`config.mk`:
```
export PLATFORM = sky130hd
export DESIGN_NAME = uart_boot_loader
export DESIGN_NICKNAME = d
export VERILOG_FILES = /design/src/rtl/uart_boot_pkg.sv /design/src/rtl/uart_boot_msg_sender.sv /design/src/rtl/uart_boot_loader.sv
export SDC_FILE = /design/constraint.sdc
export NUM_CORES = 1
export LEC_CHECK = 0
export CAP_MARGIN = 0
export CORE_ASPECT_RATIO = 1.1
export CORE_MARGIN = 2
export CORE_UTILIZATION = 50
export DETAILED_ROUTE_END_ITERATION = 12
export MAX_ROUTING_LAYER = met4
export PLACE_DENSITY = 0.69
export SLEW_MARGIN = 25
export SYNTH_ARGS = -nofsm -noshare
export SYNTH_HDL_FRONTEND = slang
export SYNTH_SLANG_ARGS = --single-unit
```
`constraint.sdc`:
```
create_clock -name clk_i -period 16.1 [get_ports clk_i]
set_clock_uncertainty 0.1 [all_clocks]
set_input_delay 3.22 -clock clk_i [delete_from_list [all_inputs] [get_ports clk_i]]
set_output_delay 3.22 -clock clk_i [all_outputs]
set_load 0.1 [all_outputs]
```
`src/rtl/uart_boot_pkg.sv`:
```
// Shared types and constant prompt texts for the UART boot loader.
// Messages are ASCII, space-padded, and always end in a line feed.
package uart_boot_pkg;

    typedef enum logic [2:0] {
        S_SEND_INIT,
        S_RECV_SIZE,
        S_ECHO_SIZE,
        S_RECV_DATA,
        S_SEND_DONE,
        S_RECV_ADDR,
        S_FINISH
    } boot_state_t;

    typedef enum logic [1:0] {
        MSG_INIT,
        MSG_DONE,
        MSG_ECHO
    } msg_sel_t;

    localparam int INIT_MSG_LEN = 40;
    localparam int DONE_MSG_LEN = 57;
    localparam int ECHO_LEN     = 4;

    localparam int INIT_TXT_LEN = 15;
    localparam int DONE_TXT_LEN = 20;
    localparam logic [0:INIT_TXT_LEN-1][7:0] INIT_TXT = "BOOT: SEND SIZE";
    localparam logic [0:DONE_TXT_LEN-1][7:0] DONE_TXT = "DONE: SEND NEXT ADDR";

    typedef logic [0:INIT_MSG_LEN-1][7:0] init_msg_t;
    typedef logic [0:DONE_MSG_LEN-1][7:0] done_msg_t;

    function automatic init_msg_t build_init_msg();
        init_msg_t m;
        for (int i = 0; i < INIT_MSG_LEN; i++) begin
            if (i == INIT_MSG_LEN - 1)  m[i] = 8'h0A;
            else if (i < INIT_TXT_LEN)  m[i] = INIT_TXT[i];
            else                        m[i] = 8'h20;
        end
        return m;
    endfunction

    function automatic done_msg_t build_done_msg();
        done_msg_t m;
        for (int i = 0; i < DONE_MSG_LEN; i++) begin
            if (i == DONE_MSG_LEN - 1)  m[i] = 8'h0A;
            else if (i < DONE_TXT_LEN)  m[i] = DONE_TXT[i];
            else                        m[i] = 8'h20;
        end
        return m;
    endfunction

    localparam init_msg_t INIT_MSG = build_init_msg();
    localparam done_msg_t DONE_MSG = build_done_msg();

    function automatic logic [5:0] msg_last_idx(input logic [1:0] sel);
        case (sel)
            MSG_INIT: return 6'(INIT_MSG_LEN - 1);
            MSG_DONE: return 6'(DONE_MSG_LEN - 1);
            default:  return 6'(ECHO_LEN - 1);
        endcase
    endfunction

    // The echo source is sent most significant byte first.
    function automatic logic [7:0] msg_byte(input logic [1:0] sel, input logic [5:0] idx,
                                            input logic [31:0] echo);
        case (sel)
            MSG_INIT: return INIT_MSG[idx];
            MSG_DONE: return DONE_MSG[idx];
            default: begin
                case (idx[1:0])
                    2'd0:    return echo[31:24];
                    2'd1:    return echo[23:16];
                    2'd2:    return echo[15:8];
                    default: return echo[7:0];
                endcase
            end
        endcase
    endfunction

endpackage

```
`src/rtl/uart_boot_msg_sender.sv`:
```
// Streams one selected message to uart_tx while enabled, honouring tx_busy_i
// plus a one-cycle guard so a late busy rise never causes a double send.
module uart_boot_msg_sender
    import uart_boot_pkg::*;
(
    input  logic        clk_i,
    input  logic        rst_i,
    input  logic        en_i,
    input  logic [1:0]  sel_i,
    input  logic [31:0] echo_i,
    input  logic        tx_busy_i,
    output logic [7:0]  tx_data_o,
    output logic        tx_valid_o,
    output logic        done_o
);

    logic [5:0] idx_q, idx_d;
    logic [7:0] tx_data_q, tx_data_d;
    logic       tx_valid_q;
    logic       fire;
    logic       last;

    // NOTE: every signal written here gets a default first, so no path leaves
    // a value unassigned and no latch is inferred.
    always_comb begin
        fire      = en_i && !tx_busy_i && !tx_valid_q;
        last      = (idx_q == msg_last_idx(sel_i));
        idx_d     = idx_q;
        tx_data_d = tx_data_q;
        if (fire) begin
            tx_data_d = msg_byte(sel_i, idx_q, echo_i);
            idx_d     = last ? 6'd0 : idx_q + 6'd1;
        end
    end

    // NOTE: state registers use non-blocking assignments so all flops update
    // together from values sampled before the edge.
    always_ff @(posedge clk_i or posedge rst_i) begin
        if (rst_i) begin
            idx_q      <= '0;
            tx_data_q  <= '0;
            tx_valid_q <= 1'b0;
        end else begin
            idx_q      <= idx_d;
            tx_data_q  <= tx_data_d;
            tx_valid_q <= fire;
        end
    end

    assign tx_data_o  = tx_data_q;
    assign tx_valid_o = tx_valid_q;
    assign done_o     = fire && last;

endmodule

```
`src/rtl/uart_boot_loader.sv`:
```
// Device-side UART boot loader: prompts the host, receives sized payloads
// into memory region by region, and releases the core on a zero address.
module uart_boot_loader
    import uart_boot_pkg::*;
#(
    parameter int                ADDR_W     = 32,
    parameter logic [ADDR_W-1:0] START_ADDR = '0
) (
    input  logic              clk_i,
    input  logic              rst_i,
    input  logic [7:0]        rx_data_i,
    input  logic              rx_valid_i,
    input  logic              tx_busy_i,
    output logic [7:0]        tx_data_o,
    output logic              tx_valid_o,
    output logic              mem_we_o,
    output logic [ADDR_W-1:0] mem_addr_o,
    output logic [7:0]        mem_wdata_o,
    output logic              core_rst_o,
    output logic              boot_done_o
);

    boot_state_t       state_q, state_d;
    logic [1:0]        cnt_q, cnt_d;
    logic [31:0]       shift_q, shift_d;
    logic [31:0]       remaining_q, remaining_d;
    logic [ADDR_W-1:0] region_q, region_d;
    logic              mem_we_q, mem_we_d;
    logic [ADDR_W-1:0] mem_addr_q, mem_addr_d;
    logic [7:0]        mem_wdata_q, mem_wdata_d;
    logic              send_en;
    msg_sel_t          msg_sel;
    logic              send_done;
    logic [31:0]       shift_in;

    always_comb begin
        state_d     = state_q;
        cnt_d       = cnt_q;
        shift_d     = shift_q;
        remaining_d = remaining_q;
        region_d    = region_q;
        mem_we_d    = 1'b0;
        mem_addr_d  = mem_addr_q;
        mem_wdata_d = mem_wdata_q;
        send_en     = 1'b0;
        msg_sel     = MSG_INIT;
        shift_in    = {shift_q[23:0], rx_data_i};

        case (state_q)
            S_SEND_INIT: begin
                send_en = 1'b1;
                if (send_done) state_d = S_RECV_SIZE;
            end
            S_RECV_SIZE: begin
                if (rx_valid_i) begin
                    shift_d = shift_in;
                    cnt_d   = cnt_q + 2'd1;
                    if (cnt_q == 2'd3) state_d = S_ECHO_SIZE;
                end
            end
            // shift_q holds the received size until the payload starts.
            S_ECHO_SIZE: begin
                send_en = 1'b1;
                msg_sel = MSG_ECHO;
                if (send_done) begin
                    if (shift_q == 32'd0) begin
                        state_d = S_SEND_DONE;
                    end else begin
                        remaining_d = shift_q;
                        state_d     = S_RECV_DATA;
                    end
                end
            end
            // Payload arrives last byte first, so the k-th byte lands at
            // region + remaining - 1.
            S_RECV_DATA: begin
                if (rx_valid_i) begin
                    mem_we_d    = 1'b1;
                    mem_addr_d  = region_q + ADDR_W'(remaining_q - 32'd1);
                    mem_wdata_d = rx_data_i;
                    remaining_d = remaining_q - 32'd1;
                    if (remaining_q == 32'd1) state_d = S_SEND_DONE;
                end
            end
            S_SEND_DONE: begin
                send_en = 1'b1;
                msg_sel = MSG_DONE;
                if (send_done) state_d = S_RECV_ADDR;
            end
            S_RECV_ADDR: begin
                if (rx_valid_i) begin
                    shift_d = shift_in;
                    cnt_d   = cnt_q + 2'd1;
                    if (cnt_q == 2'd3) begin
                        if (shift_in == 32'd0) begin
                            state_d = S_FINISH;
                        end else begin
                            region_d = ADDR_W'(shift_in);
                            state_d  = S_SEND_INIT;
                        end
                    end
                end
            end
            S_FINISH: ;
            default: state_d = S_SEND_INIT;
        endcase
    end

    always_ff @(posedge clk_i or posedge rst_i) begin
        if (rst_i) begin
            state_q     <= S_SEND_INIT;
            cnt_q       <= '0;
            shift_q     <= '0;
            remaining_q <= '0;
            region_q    <= START_ADDR;
            mem_we_q    <= 1'b0;
            mem_addr_q  <= '0;
            mem_wdata_q <= '0;
        end else begin
            state_q     <= state_d;
            cnt_q       <= cnt_d;
            shift_q     <= shift_d;
            remaining_q <= remaining_d;
            region_q    <= region_d;
            mem_we_q    <= mem_we_d;
            mem_addr_q  <= mem_addr_d;
            mem_wdata_q <= mem_wdata_d;
        end
    end

    uart_boot_msg_sender u_sender (
        .clk_i      (clk_i),
        .rst_i      (rst_i),
        .en_i       (send_en),
        .sel_i      (msg_sel),
        .echo_i     (shift_q),
        .tx_busy_i  (tx_busy_i),
        .tx_data_o  (tx_data_o),
        .tx_valid_o (tx_valid_o),
        .done_o     (send_done)
    );

    assign mem_we_o    = mem_we_q;
    assign mem_addr_o  = mem_addr_q;
    assign mem_wdata_o = mem_wdata_q;
    assign core_rst_o  = (state_q != S_FINISH);
    assign boot_done_o = (state_q == S_FINISH);

endmodule

```
==> impl_metrics.py <==
metrics = {
    "clock_network": {
        "cts_resized": 0,
        "cts.htree.levels": 4,
        "clock_tree.root_cell": "clkbuf_16",
        "cts_made_buffers": 17,
        "cts.reportedPaths.clkPinSlew_ns": 0.07,
        "clock_latency_ns": 0.43,
        "cts_tree": "yes",
        "post_cts_setup_repair_buffer_count": 0,
        "clkSinkCount": 157,
        "cts_hold_buffers": 0,
        "clock_tree.buffer_depth": 2,
    },
    "global_routing": {
        "grt_first_pass_wirelength_um": 39400,
        "track_usage_pct": 25.2,
        "grt_pass1_vias": 7491,
        "antenna_found_initial": 0,
        "overflow": 0,
        "grt_max_degree": 97,
    },
    "drt": {
        "post_drt_via_cell_ratio": 5.99,
        "routedWlPerCell_um": 18.1,
        "firstDrtPassIters": 5,
        "route.vias.total": 8003,
        "drc_errors": 0,
        "dr.first_iter.drc_count": 724,
        "route.antenna.remaining_nets": 0,
        "routed_wl_um": 24100,
    },
    "sta": {
        "final_hold_viol_count": 0,
        "final-setup-viol-count": 0,
        "max_freq_mhz": 168,
        "rsz_0062_raised_after_global_routing": "false",
        "final.setup.tns_ns": 0,
        "worstMarginPinSlew_ns": 0.987,
        "relSlewSlack_pct": 34.0,
        "final_period_minus_worst_setup_slack_ns": 5.94,
        "finalMaxSlewViolations": 0,
        "post-route-period-util_pct": 36.9,
    },
    "yosys": {
        "synthCells": 1048,
        "synth_cell_types": 72,
        "synth.top_cell.area_share_pct": 40.5,
        "yosys-top-cells-area": "dfrtp_1 40%, mux2_2 7.7%, ha_1 6.2%",
        "synth.yosys.warnings": 0,
        "synthArstFlopShare_pct": 100,
        "ys_seq_elements": 157,
        "post-synth-top-count-cell": "dfrtp_1",
        "yosys.area.top_type": "dfrtp_1",
        "synth_edf_count": 0,
        "syn-num-nets": 1109,
        "postSynthAreaPerCell_sq_um": 9.26,
        "post_synth_most_frequent_cells": "157 x dfrtp_1, 139 x nand2_1, 85 x o21ai_0, 68 x a21oi_1, 66 x mux2_2",
        "synth-seq-area-share_pct": 40.5,
        "syn_area_sq_um": 9700,
        "yosys_most_used_dff": "dfrtp_1",
    },
    "floorplanning": {
        "dieWidth_um": 137,
        "core_region_area_sq_um": 19100,
        "fp-row-count": 53,
        "fp.dieH_um": 150,
        "top_level_ports": 64,
        "floorplan.die_area_sq_um": 20500,
        "start_util_pct": 50.8,
    },
    "critical_path": {
        "worst-path-max-fanout": 9,
        "critical_path.max_stage_delay_ns": 1.15,
        "crit_type": "register to output pin",
        "crit_required_ns": 12.78,
        "worst_ep_arrival_time_ns": 2.62,
        "timing.critical_path.from_type": "register",
        "r2r.worst_path.cells": 13,
        "critical_path_cell_sequence": "clkinv_1, nand3_1, clkdlybuf4s50_1",
        "critPathCaptureType": "output pin",
        "critical_path.slowest_cell": "clkdlybuf4s50_1",
    },
    "layout": {
        "area_overhead_vs_synth_pct": 14.0,
        "layout.nets": 1136,
        "fillCellCount": 1731,
        "layout_cell_share_with_drive_strength_beyond_1_pct": 11.6,
        "n_antenna_cell": 0,
    },
    "flow_run": {
        "drv.max_cap_violation_count": 0,
    },
    "run_status": {
        "status": "finished clean",
    },
    "place": {
        "place.detailed.hpwl_um": 16700,
        "globalplace.congestion": 0.909,
        "port-buffer-count": 63,
    },
    "worst_hold_path": {
        "hold_depth": 2,
        "hold_class": "register to register",
    },
}
[kinds of logic (layout without fill, tap and decap cells)]
family,Yosys count,count (layout),synth area share [%]
XOR/XNOR,48,48,4.33
buffers and inverters,87,127,3.56
AO/OA/AOI/OAI,283,283,18.6
multiplexers,82,82,9.57
adder cells (fa/ha/maj),49,49,6.40
flip-flops,157,157,40.5
AND/OR/NAND/NOR,342,342,17.1
[state kept, by name, indices dropped and copies added (netlist names)]
name and flops:
shift_q 32, state_q 3, mem_addr_o 32, mem_wdata_o 8, mem_we_o 1, cnt_q 2, region_q 32, u_sender.tx_valid_o 1
u_sender.tx_data_o 8, remaining_q 32, u_sender.idx_q 6
[worst max-delay path: cells and delay by family, from the launching register on]
family / cells / cell delay [ns]
buffers and inverters: 2 / 1.48
DFF: 1 / 0.53
and+or+nand+nor: 1 / 0.17
[per-layer routing]
layer  vias to the layer above  global-route usage, %  wire, um
li1                       3901                      -         -
met1                      3856                   33.8     11000
met2                       206                   39.8     11600
met3                        40                   3.10       981
met4                         0                   8.56       531
met5                         -                      -         0
[layout make-up]
cell class / count / area, sq um / share of cell area, %
clock inverter: 13 / 140 / 1.27
tap: 247 / 309 / 2.79
timing repair buffer: 68 / 681 / 6.15
multi-input combinational: 804 / 5450 / 49.3
sequential: 157 / 3930 / 35.5
clock buffer: 19 / 443 / 4.00
inverter: 27 / 106 / 0.962
[layout by cell type (no fill, tap or decap), types with 4 or more instances in the layout]
cell and count:
dfrtp_1 157, nand2_1 137, o21ai_0 85, a21oi_1 68, mux2_2 66, clkdlybuf4s50_1 63, nor2_1 61, ha_1 48
inv_1 25, xnor2_1 24, xor2_1 24, nor3_1 23, nand3_1 18, nor4_1 17, nand4_1 17, clkbuf_16 17
mux2i_1 14, o22a_1 14, o31ai_1 13, a31oi_1 12, a211oi_1 11, or3_1 10, a21o_1 10, or4_1 9
o22ai_1 9, nand2b_1 8, a222oi_1 8, nor2b_1 7, and3_1 7, o21a_1 6, o211ai_1 5, o311ai_0 5
nor3b_1 4, clkinvlp_4 4, buf_4 4
[stage by stage]
step | worst slack [ns] | utilization [%] | hold WS, ns | std cells | instance area [sq um]
4_1_cts | 10.17 | 57.9 | 0.379 | 1335 | 11100
2_1_floorplan | 8.55 | - | 0.353 | 1048 | 9700
5_1_grt | 10.02 | 57.9 | 0.398 | 1335 | 11100
3_5_place_dp | 9.97 | 54.8 | 0.362 | 1303 | 10500
3_3_place_gp | 9.98 | 54.7 | 0.357 | 1302 | 10500
6_report | 10.16 | 57.9 | 0.375 | 1335 | 11100
[final timing paths]
kind / from / end / slack, ns
max: state_q[0] / core_rst_o / 10.16
min: mem_addr_o[5] / mem_addr_o[5] / 0.37
max reg2reg: remaining_q[4] / mem_addr_o[30] / 10.85
min reg2reg: mem_addr_o[5] / mem_addr_o[5] / 0.37
max in group asynchronous: rst_i / region_q[18] / 11.34
min in group asynchronous: rst_i / mem_wdata_o[4] / 3.23
Power is left out: the tool's default activity adds up to more than one toggle a clock period on the data nets, which glitch-free logic cannot reach.
